## config.mk

```make
export PLATFORM = sky130hd
export DESIGN_NAME = store_align_buffer_flat
export DESIGN_NICKNAME = d
export VERILOG_FILES = /design/src/rtl/store_align_buffer_if.sv /design/src/rtl/store_align_buffer.sv /design/src/flat_wrapper.sv
export SDC_FILE = /design/constraint.sdc
export NUM_CORES = 1
export LEC_CHECK = 0
export ABC_AREA = 0
export CELL_PAD_IN_SITES_DETAIL_PLACEMENT = 2
export CELL_PAD_IN_SITES_GLOBAL_PLACEMENT = 2
export CORE_AREA = 2 2 209 211
export DETAILED_ROUTE_END_ITERATION = 10
export DIE_AREA = 0 0 211 213
export PLACE_DENSITY_LB_ADDON = 0.1
export RECOVER_POWER = 25
export SLEW_MARGIN = 20
export SYNTH_ARGS = -nofsm -noshare
export SYNTH_HDL_FRONTEND = slang
export SYNTH_SLANG_ARGS = --single-unit
```

## constraint.sdc

```tcl
create_clock -name clk -period 3.1 [get_ports clk]
set_input_delay 0.775 -clock clk [delete_from_list [all_inputs] [get_ports clk]]
set_output_delay 0.775 -clock clk [all_outputs]
set_load 0.02 [all_outputs]
```

## src/rtl/store_align_buffer_if.sv

```systemverilog
// store_align_buffer_if: store-in, memory-write-out and load-conflict signals of the store buffer.
interface store_align_buffer_if #(parameter int ADDR_W = 32);
  logic              st_valid;
  logic [2:0]        st_func3;
  logic [ADDR_W-1:0] st_addr;
  logic [31:0]       st_data;
  logic              st_ready;
  logic              mem_wreq;
  logic [ADDR_W-1:0] mem_waddr;
  logic [31:0]       mem_wdata;
  logic [3:0]        mem_wbe;
  logic              mem_wack;
  logic [ADDR_W-1:0] ld_addr;
  logic              ld_conflict;
  logic              sb_empty;
  logic              misalign;
  modport master (
    output st_valid, st_func3, st_addr, st_data, mem_wack, ld_addr,
    input  st_ready, mem_wreq, mem_waddr, mem_wdata, mem_wbe, ld_conflict, sb_empty, misalign
  );
  modport slave (
    input  st_valid, st_func3, st_addr, st_data, mem_wack, ld_addr,
    output st_ready, mem_wreq, mem_waddr, mem_wdata, mem_wbe, ld_conflict, sb_empty, misalign
  );
endinterface

```

## src/rtl/store_align_buffer.sv

```systemverilog
// store_align_buffer: aligns SB/SH/SW stores, queues them in a FIFO and drains them over req/ack.
// Optional STORE_MISALIGN_CHK_EN drops misaligned SH/SW and pulses misalign.
module store_align_buffer #(
  parameter int DEPTH  = 4,
  parameter int ADDR_W = 32
) (
  input logic clk,
  input logic rst,
  store_align_buffer_if.slave bus
);
  localparam int PW = $clog2(DEPTH);
  localparam int CW = PW + 1;
  localparam logic [2:0] F_SB = 3'b000;
  localparam logic [2:0] F_SH = 3'b001;
  localparam logic [2:0] F_SW = 3'b010;
  logic [ADDR_W-1:0] waddr_q [DEPTH];
  logic [31:0]       wdata_q [DEPTH];
  logic [3:0]        wbe_q   [DEPTH];
  logic [PW-1:0]     rd_ptr, wr_ptr, slot;
  logic [CW-1:0]     count;
  logic [1:0]        a;
  logic              legal, mis, push, pop, empty, conflict;
  logic [31:0]       al_data;
  logic [3:0]        al_be;
  assign a     = bus.st_addr[1:0];
  assign legal = (bus.st_func3 == F_SB) || (bus.st_func3 == F_SH) || (bus.st_func3 == F_SW);
  assign empty = (count == '0);
  assign push  = bus.st_valid && bus.st_ready && legal && !mis;
  assign pop   = bus.mem_wreq && bus.mem_wack;
  always_comb begin
    al_data = (bus.st_func3 == F_SB) ? {4{bus.st_data[7:0]}} :
              (bus.st_func3 == F_SH) ? {2{bus.st_data[15:0]}} : bus.st_data;
    al_be   = (bus.st_func3 == F_SB) ? (4'b0001 << a) :
              (bus.st_func3 == F_SH) ? (a[1] ? 4'b1100 : 4'b0011) : 4'b1111;
  end
`ifdef STORE_MISALIGN_CHK_EN
  logic mis_q;
  assign mis = ((bus.st_func3 == F_SH) && a[0]) || ((bus.st_func3 == F_SW) && (a != 2'b00));
  always_ff @(posedge clk)
    mis_q <= rst ? 1'b0 : (bus.st_valid && bus.st_ready && legal && mis);
  assign bus.misalign = mis_q;
`else
  assign mis          = 1'b0;
  assign bus.misalign = 1'b0;
`endif
  always_ff @(posedge clk) begin
    if (rst) begin
      rd_ptr <= '0;
      wr_ptr <= '0;
      count  <= '0;
    end else begin
      if (push) wr_ptr <= wr_ptr + PW'(1);
      if (pop) rd_ptr <= rd_ptr + PW'(1);
      count <= count + CW'(push) - CW'(pop);
    end
  end
  always_ff @(posedge clk) begin
    if (push) begin
      waddr_q[wr_ptr] <= {bus.st_addr[ADDR_W-1:2], 2'b00};
      wdata_q[wr_ptr] <= al_data;
      wbe_q[wr_ptr]   <= al_be;
    end
  end
  // walk occupied slots from the head; the store entering this cycle is not yet visible
  always_comb begin
    conflict = 1'b0;
    slot     = rd_ptr;
    for (int k = 0; k < DEPTH; k++) begin
      slot     = rd_ptr + PW'(k);
      conflict = conflict || ((CW'(k) < count) &&
                 (waddr_q[slot][ADDR_W-1:2] == bus.ld_addr[ADDR_W-1:2]));
    end
  end
  assign bus.ld_conflict = conflict;
  assign bus.st_ready    = (count != CW'(DEPTH));
  assign bus.sb_empty    = empty;
  assign bus.mem_wreq    = !empty;
  assign bus.mem_waddr   = empty ? '0 : waddr_q[rd_ptr];
  assign bus.mem_wdata   = empty ? '0 : wdata_q[rd_ptr];
  assign bus.mem_wbe     = empty ? '0 : wbe_q[rd_ptr];
endmodule
```

## src/flat_wrapper.sv

```systemverilog
// flat-port wrapper written by rule: the top's interface ports become plain ports
module store_align_buffer_flat 
#(
  parameter int DEPTH  = 4,
  parameter int ADDR_W = 32
)
  (clk, rst, bus_st_valid, bus_st_func3, bus_st_addr, bus_st_data, bus_mem_wack, bus_ld_addr, bus_st_ready, bus_mem_wreq, bus_mem_waddr, bus_mem_wdata, bus_mem_wbe, bus_ld_conflict, bus_sb_empty, bus_misalign);
  store_align_buffer_if #(.ADDR_W(ADDR_W)) bus_i ();
  input logic clk;
  input logic rst;
  input wire logic [$bits(bus_i.st_valid)-1:0] bus_st_valid;
  input wire logic [$bits(bus_i.st_func3)-1:0] bus_st_func3;
  input wire logic [$bits(bus_i.st_addr)-1:0] bus_st_addr;
  input wire logic [$bits(bus_i.st_data)-1:0] bus_st_data;
  input wire logic [$bits(bus_i.mem_wack)-1:0] bus_mem_wack;
  input wire logic [$bits(bus_i.ld_addr)-1:0] bus_ld_addr;
  output wire logic [$bits(bus_i.st_ready)-1:0] bus_st_ready;
  output wire logic [$bits(bus_i.mem_wreq)-1:0] bus_mem_wreq;
  output wire logic [$bits(bus_i.mem_waddr)-1:0] bus_mem_waddr;
  output wire logic [$bits(bus_i.mem_wdata)-1:0] bus_mem_wdata;
  output wire logic [$bits(bus_i.mem_wbe)-1:0] bus_mem_wbe;
  output wire logic [$bits(bus_i.ld_conflict)-1:0] bus_ld_conflict;
  output wire logic [$bits(bus_i.sb_empty)-1:0] bus_sb_empty;
  output wire logic [$bits(bus_i.misalign)-1:0] bus_misalign;
  assign bus_i.st_valid = bus_st_valid;
  assign bus_i.st_func3 = bus_st_func3;
  assign bus_i.st_addr = bus_st_addr;
  assign bus_i.st_data = bus_st_data;
  assign bus_i.mem_wack = bus_mem_wack;
  assign bus_i.ld_addr = bus_ld_addr;
  assign bus_st_ready = bus_i.st_ready;
  assign bus_mem_wreq = bus_i.mem_wreq;
  assign bus_mem_waddr = bus_i.mem_waddr;
  assign bus_mem_wdata = bus_i.mem_wdata;
  assign bus_mem_wbe = bus_i.mem_wbe;
  assign bus_ld_conflict = bus_i.ld_conflict;
  assign bus_sb_empty = bus_i.sb_empty;
  assign bus_misalign = bus_i.misalign;
  store_align_buffer #(.DEPTH(DEPTH), .ADDR_W(ADDR_W)) u_core (.clk(clk), .rst(rst), .bus(bus_i));
endmodule
```

# Word level (Yosys, flattened, before mapping)
# Memories as Yosys holds them, arrays and structs flattened. A register that Yosys moved wholly into a read port is not among the register bits.
# Index checks and enable logic that the tools add are counted.
[word_totals] reg_bits=7 latchBits=0 ram_bits=264 mem_bits_ro=0 inputBits=103 output_inout_bits=73 word_cells=55 memories=3
[classes] addsub=6 multipliers=0 n_div=0 n_lt_le_gt_ge=4 eq_ne=7 shifts=1 n_mux=16 bitwise=0 reduce_logical=15
[mem_list] name="u_core.wdata_q" words=4 width=32 read_ports=1 rd_clocked_by_memory_dff=1 wr=1 line_no="store_align_buffer.sv:17" source="logic [31:0] wdata_q [DEPTH];"
[mem_list] name="u_core.waddr_q" words=4 width=30 read_ports=4 rd_clocked_by_memory_dff=1 wr=1 line_no="store_align_buffer.sv:16" source="logic [ADDR_W-1:0] waddr_q [DEPTH];"
[mem_list] name="u_core.wbe_q" words=4 width=4 read_ports=1 rd_clocked_by_memory_dff=1 wr=1 line_no="store_align_buffer.sv:18" source="logic [3:0] wbe_q [DEPTH];"
[ops] operator="$mux 32" n=4
[ops] operator="$eq 30x30->1" n=4
[ops] operator="$mux 4" n=4
[ops] operator="$mux 2" n=6
[ops] operator="$logic_and 1x1->1" n=7
[ops] operator="$logic_not 3->1" n=2
[ops] operator="$lt 1x3->1 const A" n=2
[ops] operator="$lt 2x3->1 const A" n=2
[ops] operator="$logic_or 1x1->1" n=5
[ops] operator="$add 2x1->2 const B" n=2
[ops] operator="$add 2x2->2 const B" n=2
[ops] operator="$shl 1x2->4 const A" n=1
[ops] operator="$add 3x1->3" n=1
[ops] operator="$eq 3x1->1 const B" n=1
[ops] operator="$eq 3x2->1 const B" n=1
[ops] operator="$ne 3x3->1 const B" n=1
[ops] operator="$sub 3x1->3" n=1
[ops] operator="$mux 1" n=2
[ops] operator="$logic_not 1->1" n=1

# Logic depth before layout (Yosys ltp)
# Gate-level depths: netlist of the first run.
# An unclocked memory read counts as a cell.
[logic_depth] ltp_word=7 mapped_depth=11 mapped_depth_nobuf=10

# Worst setup path before layout of the first run
# Ideal clock, no wire load.
[synth_path] path_kind="input to register" from="in bus_st_func3[0]" to="mem u_core.waddr_q[1][0] (netlist name), enable pin" setup_ns=0.431 arrival_ns=2.821 required_ns=2.669 path_slack_ns=-0.152 path_stages=4 n_path_buf=1 path_cell_list="nand2_1 and4b_1 clkbuf_1 and2_1"
[synth_via] elab_chain_len=6 word_cells_on_any_way=8 cone_classes="eq/ne (2); mux (2); reduce/logical (4)"
[synth_lines] element="from (decl)" line_no="flat_wrapper.sv:12" source="input wire logic [$bits(bus_i.st_func3)-1:0] bus_st_func3;"
[synth_lines] element="$eq 3x1->1 / $logic_not 3->1 (equally long branches)" line_no="store_align_buffer.sv:26" source="assign legal = (bus.st_func3 == F_SB) || (bus.st_func3 == F_SH) || (bus.st_func3 == F_SW);"
[synth_lines] element="$logic_or 1x1->1" line_no="store_align_buffer.sv:26"
[synth_lines] element="$logic_or 1x1->1 *" line_no="store_align_buffer.sv:26"
[synth_lines] element="$logic_and 1x1->1 *" line_no="store_align_buffer.sv:28" source="assign push = bus.st_valid && bus.st_ready && legal && !mis;"
[synth_lines] element="net u_core.push" line_no="store_align_buffer.sv:22" source="logic legal, mis, push, pop, empty, conflict;"
[synth_lines] element="$mux 1 *" line_no="store_align_buffer.sv:58" source="if (push) begin"
[synth_lines] element="$mux 1 (not written as such) *" line_no="store_align_buffer.sv:59" source="waddr_q[wr_ptr] <= {bus.st_addr[ADDR_W-1:2], 2'b00};"
[synth_lines] element="to (decl)" line_no="store_align_buffer.sv:16"
# Mark *: on every way through the listed nets, which the timed path passes. The rest lies on a longest branch.

# Final worst setup path of the first run
[layout_path] from="reg u_core.rd_ptr[1]" to="out bus_ld_conflict"
[layout_via] elab_chain_len=7 word_cells_on_any_way=13 cone_classes="add/sub (3); eq/ne (3); reduce/logical (6); memory (1)"
[layout_lines] element="from (decl)" line_no="store_align_buffer.sv:19" source="logic [PW-1:0] rd_ptr, wr_ptr, slot;"
[layout_lines] element="from (signal assigned)" line_no="store_align_buffer.sv:53" source="if (pop) rd_ptr <= rd_ptr + PW'(1);"
[layout_lines] element="$add 2x1->2" line_no="store_align_buffer.sv:69" source="slot = rd_ptr + PW'(k);"
[layout_lines] element="$mem_v2 4x30 *"
[layout_lines] element="$eq 30x30->1" line_no="store_align_buffer.sv:71" source="(waddr_q[slot][ADDR_W-1:2] == bus.ld_addr[ADDR_W-1:2]));"
[layout_lines] element="$logic_and 1x1->1" line_no="store_align_buffer.sv:70" source="conflict = conflict || ((CW'(k) < count) &&"
[layout_lines] element="$logic_or 1x1->1 (2 in series)" line_no="store_align_buffer.sv:70"
[layout_lines] element="$logic_or 1x1->1 *" line_no="store_align_buffer.sv:70"
[layout_lines] element="to (decl)" line_no="flat_wrapper.sv:22" source="output wire logic [$bits(bus_i.ld_conflict)-1:0] bus_ld_conflict;"
# Mark *: on every way between the ends. The rest lies on a longest branch, timed or not.

==> results by group, run 1 <==
Status
  • Status: complete, but fails checks
  • Failing checks: setup timing

Global route
  • Number of global-route vias before repair: 11860
  • Grt ovf: 0
  • Largest net degree at the start of global routing: 47
  • Total track usage: 24.05%
  • Initial antenna violation count: 2
  • First-pass GRT wire length: 78620 µm

Setup path
  • Crit. End Element: primary output
  • CP max-delay cell: dfxtp_4
  • Reg2reg end: u_core.count[2]$_SDFF_PP0_
  • Delay-heaviest family, CP: buffers and inverters
  • Arr. time, crit path: 3.19 ns
  • CP Max Fanout: 10
  • Worst r2r path cells: 12
  • Worst EP required: 2.32 ns
  • Most frequent CP cell: buf_12
  • CP Cell Sequence: buf_12 -> buf_12 -> buf_12 -> buf_12 -> mux4_2 -> xor2_2 -> nor4_4 -> buf_4 -> o2111ai_2 -> o22ai_2 -> a211o_1 -> buf_6
  • Worst Path Buf+Inv: 6
  • CP startpoint kind: flip-flop
  • Crit. path cell count: 12
  • Critical Path Source: u_core.rd_ptr[1]$_SDFFE_PP0P_
  • CP max stage delay: 0.36 ns
  • CP Capture Point: bus_ld_conflict
  • Setup CP Type: reg -> out
  • Worst R2R Setup Slack: 0.51 ns
  • R2r startpoint: u_core.count[1]$_SDFF_PP0_

STA
  • Final worst path period share: 127.9%
  • Final count of negative-setup-slack endpoints: 42
  • Slew margin rel.: 59.31%
  • Max Clk Rate: 0.2522 GHz
  • Final Hold Violating Endpoints: 0
  • Worst hold slack: 0.6037 ns
  • TNS Setup: -8.870 ns
  • Tmin final: 3.965 ns
  • Clock Skews: 0.02580 ns
  • RSZ-0062 raised after global routing: true
  • Least-Margin Pin Slew: 0.6103 ns
  • Fin. max-slew vios: 0
  • Final setup margin: -0.8654 ns

CTS
  • Clk pin slew, worst setup/hold paths: 0.06 ns
  • Hold-fix buffers, CTS: 0
  • CTS max path bufs: 3
  • H-tree level count: 1
  • Worst-Skew Late Latency: 0.60 ns
  • Total CTS buffers: 31
  • CTS root buffer: clkbuf_16
  • CTS tree: done
  • Clk sinks: 273

Floorplan
  • Chip width: 211 µm
  • Core area: 42700 µm²
  • DIE AREA: 44940 µm²
  • Die Y: 213 µm
  • I/O pin total: 176
  • Initial cell density of the core: 34.67%
  • # rows: 76

Place
  • DP Cell Count: 1896
  • GPL Wtd Cong: 0.8681
  • Port Buf Inserts: 170
  • DP Worst Slack: -1.242 ns
  • HPWL after DPL: 38630 µm
  • Placement Cell Area: 19190 µm²

Cells and area
  • Layout cell share with drive strength beyond 1: 43.88%
  • Finished Cell Area: 21450 µm²
  • # fillers: 4062
  • Post-layout net count: 1551
  • Area growth, synth to finish: 44.87%
  • Area of the multi-input gates: 6768 µm²
  • Most frequent cells in the layout: 264 x edfxtp_1, 259 x buf_4, 103 x mux2i_1, 89 x mux4_2, 67 x clkdlybuf4s50_1
  • Reg area: 8123 µm²
  • Fin util: 50.23%
  • Commonest non-fill, non-tap cell in the layout: edfxtp_1
  • Final std cells w/o fill: 2009
  • ANT cells: 0

Synth
  • Synth warn: 0
  • Cells after Synth: 973
  • Post-synth EDFFs: 264
  • Ranking of synthesized cells by area: edfxtp_1 54%, mux4_2 13%, mux2i_1 8.3%
  • Async SR Flop Fraction: 0%
  • Primary FF master, synth: edfxtp_1
  • Area leader, netlist: edfxtp_1
  • Sequential share of the synthesized area: 54.77%
  • Synth cell types: 51
  • Mean Syn Cell Area: 15.21 µm²
  • Post-Syn Area: 14800 µm²
  • Post-synth top area share: 53.55%
  • Synthesis-stage register bit count: 273

Route
  • Residual DRC: 0
  • DR iter-0 viols: 457
  • Final ANT Viol Nets: 0
  • DRT Pass-1 Iters: 5
  • Detailed-route via count: 10630
  • Final WL: 54530 µm
  • WL/cell: 27.14 µm
  • DR vias/cell: 5.290

Flow run
  • Max Cap Viol: 0

Pwr
  • PnR Total Power: 15.78 mW
  • Leak Pwr: 7.561 nW
  • Peak supply drop: 531.4 µV
  • PD cells: 735.9 nW/µm²

Worst hold path
  • Tightest Hold Check Type: reg -> reg
  • HP Start: u_core.wr_ptr[0]$_SDFFE_PP0P_
==> per-layer routing <==
metal	routed length [µm]	vias to the layer above	track usage [%]
li1	-	4753	-
met1	21850	5504	28.96
met2	28470	272	43.59
met3	2396	95	3.971
met4	1790	4	8.232
met5	24	-	0
==> registers in the layout (all words and copies together) (netlist names), named ones only <==
name and flops:
u_core.count 3, u_core.wbe_q 16, u_core.waddr_q 120, u_core.wr_ptr 2, u_core.rd_ptr 2, u_core.wdata_q 128
==> Yosys cell counts (all sizes together) (2+ instances only) <==
cell type	n
a221oi	4
nor3	7
nor2	27
ha	8
mux2i	124
clkbuf	27
a221o	2
nor2b	72
a21oi	17
a211oi	6
a31oi	2
nor4	11
o221ai	6
nand2b	4
o2bb2ai	2
a2bb2oi	3
xor2	40
nand4	15
a211o	3
o21ai	14
and3	3
a2111oi	6
nand3	3
mux4	92
o2111ai	8
edfxtp	264
inv	11
nand2	20
xnor2	69
dfxtp	9
a22oi	4
o22ai	5
buf	48
and2	4
mux2	23
==> worst min path at each step <==
stage / cells after the start / slack, ns / to
6_report: 2 / 0.60 / u_core.wr_ptr[0]$_SDFFE_PP0P_
3_5_place_dp: 2 / 0.60 / u_core.wr_ptr[0]$_SDFFE_PP0P_
3_3_place_gp: 2 / 0.54 / u_core.wr_ptr[1]$_SDFFE_PP0P_
5_1_grt: 2 / 0.67 / u_core.wr_ptr[1]$_SDFFE_PP0P_
2_1_floorplan: 2 / 0.51 / u_core.wr_ptr[1]$_SDFFE_PP0P_
4_1_cts: 2 / 0.61 / u_core.wr_ptr[0]$_SDFFE_PP0P_
==> report_power, final <==
group / switching (mW) / total (mW) / internal [mW]
Sequential: 0.0906 / 4.31 / 4.22
Clock: 1.50 / 3.52 / 2.02
Combinational: 3.96 / 7.95 / 3.99
==> logic make-up after synthesis <==
| group | after synthesis | synth area share, % |
|---|---|---|
| XOR/XNOR | 109 | 6.449 |
| AO/OA/AOI/OAI | 87 | 4.184 |
| multiplexers | 239 | 24.39 |
| adder cells (fa/ha/maj) | 9 | 0.8115 |
| flip-flops | 273 | 54.77 |
| AND/OR/NAND/NOR | 169 | 6.297 |
| buffers and inverters | 86 | 3.077 |
| other | 1 | 0.02533 |
==> tightest hold or removal path, cell delays in order (launching register included) <==
cell and delay, ns:
dfxtp_1 0.35, xnor2_1 0.17, nor2_1 0.04
==> area by class of cell <==
class | instances | share of cell area (%)
clock buffers | 42 | 3.810
repair buffers | 506 | 22.69
well taps | 546 | 3.186
inverters | 11 | 0.1925
multi-input cells | 616 | 31.56
clock inverters | 15 | 0.6884
flip-flops and latches | 273 | 37.88
==> timing repair <==
action	CTS	global route
gates cloned	6	1
setup endpoints to repair	68	63
pin swaps	11	8
buffers inserted	40	19
endpoints found under the hold margin	0	0
gates resized for setup	407	119
(Power assumes the default switching activity.)
==> run 2: changes to the inputs <==
--- a/config.mk
+++ b/config.mk
@@ -11,7 +11,7 @@
 export CORE_AREA = 2 2 209 211
 export DETAILED_ROUTE_END_ITERATION = 10
 export DIE_AREA = 0 0 211 213
-export PLACE_DENSITY_LB_ADDON = 0.1
+export PLACE_DENSITY = 0.82
 export RECOVER_POWER = 25
 export SLEW_MARGIN = 20
 export SYNTH_ARGS = -nofsm -noshare
==> results by group, run 2 (same netlist as run 1, synthesis figures left out) <==
STA
  • Clock Skews: 0.03501 ns
  • Final setup margin: -0.9288 ns
  • RSZ-0062 raised after global routing: true
  • Slew margin rel.: 61.77%
  • Tmin final: 4.029 ns
  • Final count of negative-setup-slack endpoints: 35
  • Fin. max-slew vios: 0
  • Final worst path period share: 130.0%
  • Final Hold Violating Endpoints: 0
  • Least-Margin Pin Slew: 0.5715 ns
  • Max Clk Rate: 0.2482 GHz

Setup path
  • Setup CP Type: reg -> out
  • Reg2reg end: u_core.count[2]$_SDFF_PP0_
  • Worst EP required: 2.32 ns
  • Worst R2R Setup Slack: 0.38 ns
  • R2r startpoint: u_core.count[1]$_SDFF_PP0_
  • Crit. End Element: primary output
  • CP startpoint kind: flip-flop
  • CP Max Fanout: 11
  • Arr. time, crit path: 3.25 ns
  • Worst r2r path cells: 13

CTS
  • CTS root buffer: clkbuf_16
  • Worst-Skew Late Latency: 0.58 ns
  • CTS tree: done
  • Clk pin slew, worst setup/hold paths: 0.07 ns
  • H-tree level count: 2
  • CTS max path bufs: 3
  • Clk sinks: 273
  • Total CTS buffers: 34
  • Hold-fix buffers, CTS: 0

Route
  • DR vias/cell: 5.612
  • Final WL: 62600 µm
  • WL/cell: 31.55 µm
  • WL met2: 33170 µm
  • Residual DRC: 0
  • DR iter-0 viols: 793
  • WL met3: 3469 µm
  • Final ANT Viol Nets: 0
  • Detailed-route via count: 11140
  • DRT Pass-1 Iters: 5
  • Wire length on met1: 23480 µm
  • Highest metal used: met5

Flow run
  • Max Cap Viol: 0

Place
  • Port Buf Inserts: 170
  • DP Cell Count: 1871
  • HPWL after DPL: 40570 µm
  • GPL Wtd Cong: 0.8891

Pwr
  • Peak supply drop: 596.0 µV
  • PD cells: 776.6 nW/µm²
  • Leak Pwr: 7.583 nW
  • PnR Total Power: 16.74 mW

Floorplan
  • Core area: 42700 µm²
  • DIE AREA: 44940 µm²
  • Chip width: 211 µm
  • # rows: 76
  • Die Y: 213 µm
  • Initial cell density of the core: 34.67%
  • I/O pin total: 176

Cells and area
  • # fillers: 3923
  • Most flops, register: u_core.wdata_q
  • Layout cell share with drive strength beyond 1: 43.42%
  • Post-layout net count: 1525
  • Top flop regs: u_core.wdata_q (128), u_core.waddr_q (120), u_core.wbe_q (16)
  • Final std cells w/o fill: 1984
  • Most frequent cells in the layout: 264 x edfxtp_1, 237 x buf_4, 100 x mux2i_1, 87 x mux4_2, 66 x clkdlybuf4s50_1
  • Commonest non-fill, non-tap cell in the layout: edfxtp_1
  • Area of the multi-input gates: 6880 µm²
  • Largest register FFs: 128
  • Reg area: 8123 µm²
  • Area growth, synth to finish: 45.60%

Global route
  • First-pass GRT wire length: 89150 µm
  • Number of global-route vias before repair: 12670
  • Total track usage: 27.62%
  • Grt ovf: 0
  • Initial antenna violation count: 3
  • Largest net degree at the start of global routing: 37

Worst hold path
  • HP Start: u_core.wr_ptr[0]$_SDFFE_PP0P_
  • Hold Path End: u_core.wr_ptr[0]$_SDFFE_PP0P_
  • Worst hold path depth: 2
  • Tightest Hold Check Type: reg -> reg

Status
  • Status: complete, but fails checks
  • Failing checks: setup timing
==> run 2: metrics by stage <==
| step | util, % | hold WS [ns] | setup slack, ns | TNS (ns) | instance area (µm²) |
|---|---|---|---|---|---|
| final | 50.48 | 0.6160 | -0.9288 | -16.34 | 21550 |
| after CTS | 49.19 | 0.6249 | -0.8368 | -4.733 | 21000 |
| after detailed placement | 44.41 | 0.5949 | -1.190 | -20.18 | 18960 |
| after floorplan | - | 0.5137 | 0.1367 | 0 | 14820 |
| after global placement | 44.41 | 0.5409 | -1.110 | -18.49 | 18960 |
| after global routing | 50.47 | 0.6496 | -0.9904 | -18.14 | 21550 |
==> run 2: final cells by class <==
class / count / area share [%]
sequential: 273 / 37.69
multi-input combinational: 616 / 31.92
timing repair buffer: 477 / 21.64
clock buffer: 36 / 3.982
tap: 546 / 3.170
clock inverter: 24 / 1.382
inverter: 11 / 0.2032
antenna: 1 / 0.01161
==> run 2: critical path, cell delays in order (launching register included) <==
cell and delay (ns):
dfxtp_4 0.42, buf_12 0.13, buf_12 0.10, bufbuf_16 0.28, mux2i_1 0.29, xor2_1 0.19, nor2_1 0.07, a2111oi_2 0.34
buf_4 0.18, nand4_1 0.11, o22ai_2 0.22, a211o_1 0.19, buf_6 0.14
==> run 2: per-layer routing <==
layer | vias up | GRT usage, %
li1 | 4702 | -
met1 | 5881 | 31.60
met2 | 413 | 50.73
met3 | 135 | 5.589
met4 | 4 | 10.51
met5 | - | 0
==> run 2: where the power goes <==
part           total (mW)  internal [mW]  leakage [nW]  switching (mW)
clock network        4.22           2.46         0.560            1.75
registers            4.34           4.22          2.46           0.123
logic                8.18           4.00          4.56            4.18
total                16.7           10.7          7.58            6.06
==> run 2: worst max-delay path by stage <==
stage / depth (start not counted) / start / endpoint
6_report: 12 / u_core.rd_ptr[1]$_SDFFE_PP0P_ / bus_ld_conflict
3_3_place_gp: 9 / bus_ld_addr[29] / bus_ld_conflict
2_1_floorplan: 7 / bus_ld_addr[29] / bus_ld_conflict
3_5_place_dp: 9 / bus_ld_addr[29] / bus_ld_conflict
5_1_grt: 13 / u_core.rd_ptr[1]$_SDFFE_PP0P_ / bus_ld_conflict
4_1_cts: 10 / u_core.rd_ptr[0]$_SDFFE_PP0P_ / bus_ld_conflict
==> run 2: timing repair <==
action	in CTS	in global routing
pin swaps	16	7
hold endpoints to repair	0	0
buffers inserted	40	16
setup endpoints to repair	68	64
resized for setup	342	168
gates cloned	8	2
==> run 3: changes to the inputs <==
--- a/config.mk
+++ b/config.mk
@@ -8,10 +8,11 @@
 export ABC_AREA = 0
 export CELL_PAD_IN_SITES_DETAIL_PLACEMENT = 2
 export CELL_PAD_IN_SITES_GLOBAL_PLACEMENT = 2
-export CORE_AREA = 2 2 209 211
+export CORE_AREA = 2 2 204 206
+export CTS_BUF_LIST = sky130_fd_sc_hd__clkbuf_8 sky130_fd_sc_hd__clkbuf_16
 export DETAILED_ROUTE_END_ITERATION = 10
-export DIE_AREA = 0 0 211 213
-export PLACE_DENSITY = 0.82
+export DIE_AREA = 0 0 206 208
+export PLACE_DENSITY = 0.85
 export RECOVER_POWER = 25
 export SLEW_MARGIN = 20
 export SYNTH_ARGS = -nofsm -noshare
==> results by group, run 3 (same netlist as run 1, synthesis figures left out) <==
Status
  • Status: complete, but fails checks
  • Failing checks: setup timing

STA
  • Tmin final: 4.212 ns
  • Final count of negative-setup-slack endpoints: 43
  • Final worst path period share: 135.9%
  • Max Clk Rate: 0.2374 GHz
  • Fin. max-slew vios: 0
  • Least-Margin Pin Slew: 0.6658 ns
  • TNS Setup: -10.53 ns
  • Clock Skews: 0.02936 ns
  • Worst hold slack: 0.6279 ns
  • RSZ-0062 raised after global routing: true
  • Final setup margin: -1.112 ns
  • Final Hold Violating Endpoints: 0
  • Slew margin rel.: 55.62%

Route
  • Residual DRC: 0
  • WL/cell: 31.86 µm
  • Final WL: 63630 µm
  • DR vias/cell: 5.710
  • Final ANT Viol Nets: 0
  • DRT Pass-1 Iters: 5
  • DR iter-0 viols: 775
  • Detailed-route via count: 11400

Global route
  • Met3 GRT Util: 4.762%
  • Initial antenna violation count: 4
  • Global Route met1 Usage: 33.23%
  • Grt ovf: 0
  • Largest net degree at the start of global routing: 42
  • Gr busiest metal: met2
  • Number of global-route vias before repair: 12550
  • First-pass GRT wire length: 88620 µm
  • Total track usage: 28.39%
  • Met2 usage: 51.42%

Cells and area
  • Layout cell share with drive strength beyond 1: 43.00%
  • Most flops, register: u_core.wdata_q
  • Most frequent cells in the layout: 264 x buf_4, 264 x edfxtp_1, 104 x mux2i_1, 85 x mux4_2, 68 x buf_6
  • Area growth, synth to finish: 45.27%
  • Top flop regs: u_core.wdata_q (128), u_core.waddr_q (120), u_core.wbe_q (16)
  • ANT cells: 0
  • Post-layout net count: 1553
  • Area of the multi-input gates: 6795 µm²
  • Largest register FFs: 128
  • # fillers: 3663
  • Reg area: 8123 µm²
  • Final std cells w/o fill: 1997

CTS
  • CTS max path bufs: 3
  • CTS root buffer: clkbuf_16
  • H-tree level count: 1
  • Clk sinks: 273
  • Clk pin slew, worst setup/hold paths: 0.07 ns
  • Hold-fix buffers, CTS: 0
  • Total CTS buffers: 31
  • Worst-Skew Late Latency: 0.60 ns
  • CTS tree: done

Pwr
  • Peak supply drop: 527.4 µV
  • Clock power share: 22.0%
  • PnR Total Power: 16.60 mW
  • Combinational cell fraction of total power: 52.0%
  • Internal power: 10.52 mW
  • Sequential power share: 26.0%
  • Leak Pwr: 7.676 nW
  • Switching share of total power: 36.59%
  • PD cells: 771.7 nW/µm²
  • Switch Pwr: 6.072 mW

Worst hold path
  • Worst hold path depth: 2
  • HP Start: u_core.wr_ptr[1]$_SDFFE_PP0P_
  • Tightest Hold Check Type: reg -> reg
  • Hold Path End: u_core.wr_ptr[1]$_SDFFE_PP0P_

Place
  • HPWL after DPL: 41280 µm
  • Port Buf Inserts: 170
  • GPL Wtd Cong: 0.8692
  • DP Cell Count: 1875
  • DP Worst Slack: -1.231 ns

Setup path
  • R2r startpoint: u_core.count[1]$_SDFF_PP0_
  • Arr. time, crit path: 3.44 ns
  • Worst R2R Setup Slack: 0.17 ns
  • Worst r2r path cells: 12
  • Worst EP required: 2.32 ns
  • CP startpoint kind: flip-flop
  • CP Max Fanout: 19
  • Reg2reg end: u_core.count[2]$_SDFF_PP0_
  • Crit. End Element: primary output
  • Setup CP Type: reg -> out

Flow run
  • Max Cap Viol: 0

Floorplan
  • DIE AREA: 42850 µm²
  • Initial cell density of the core: 36.50%
  • Chip width: 206 µm
  • Core area: 40550 µm²
  • I/O pin total: 176
  • # rows: 74
  • Die Y: 208 µm
## run 3: routing by layer
layer | up-vias | wire, µm
met5 | - | 54
met2 | 450 | 33510
met4 | 8 | 2709
met3 | 153 | 3517
li1 | 4770 | -
met1 | 6022 | 23840
## run 3: final cells by class
cell class                 instances  share of cell area, %
inverter                          11                 0.2036
sequential                       273                  37.77
multi-input combinational        616                  31.60
clock inverter                    26                 0.9193
timing repair buffer             508                  22.80
tap                              532                  3.095
clock buffer                      31                  3.607
## run 3: through the flow
stage	cell area (µm²)	utilization, %
2_1_floorplan	14820	-
3_3_place_gp	19130	47.17
3_5_place_dp	19130	47.17
4_1_cts	20900	51.53
5_1_grt	21500	53.03
6_report	21500	53.03
## run 3: worst max-delay path by stage
stage / startpoint / to
6_report: u_core.rd_ptr[1]$_SDFFE_PP0P_ / bus_ld_conflict
5_1_grt: u_core.rd_ptr[1]$_SDFFE_PP0P_ / bus_ld_conflict
4_1_cts: flip-flop / bus_ld_conflict
3_5_place_dp: bus_ld_addr[2] / bus_ld_conflict
3_3_place_gp: bus_ld_addr[2] / bus_ld_conflict
2_1_floorplan: bus_ld_addr[29] / bus_ld_conflict
## run 3: power groups by stage
stage               clock, mW  sequential (mW)  combinational (mW)
floorplan                   0             4.33                3.61
global placement            0             4.41                6.37
CTS                      3.65             4.31                7.63
global route             3.81             4.33                8.98
detailed placement          0             4.43                6.60
finish                   3.65             4.32                8.62
## run 3: worst max-delay path, cell delays in order, from the launching register on
cell      delay, ns
dfxtp_4        0.39
buf_12         0.16
buf_12         0.19
mux2i_1        0.54
nor2_1         0.13
a221oi_1       0.40
a21oi_1        0.19
a211o_1        0.30
nor3_2         0.19
a211o_1        0.21
buf_6          0.14
## run 3: what timing repair did
item,CTS,global route
resized for setup,372,153
pin swaps,9,8
setup endpoints to repair,68,63
cloned,4,1
buffers inserted,35,33
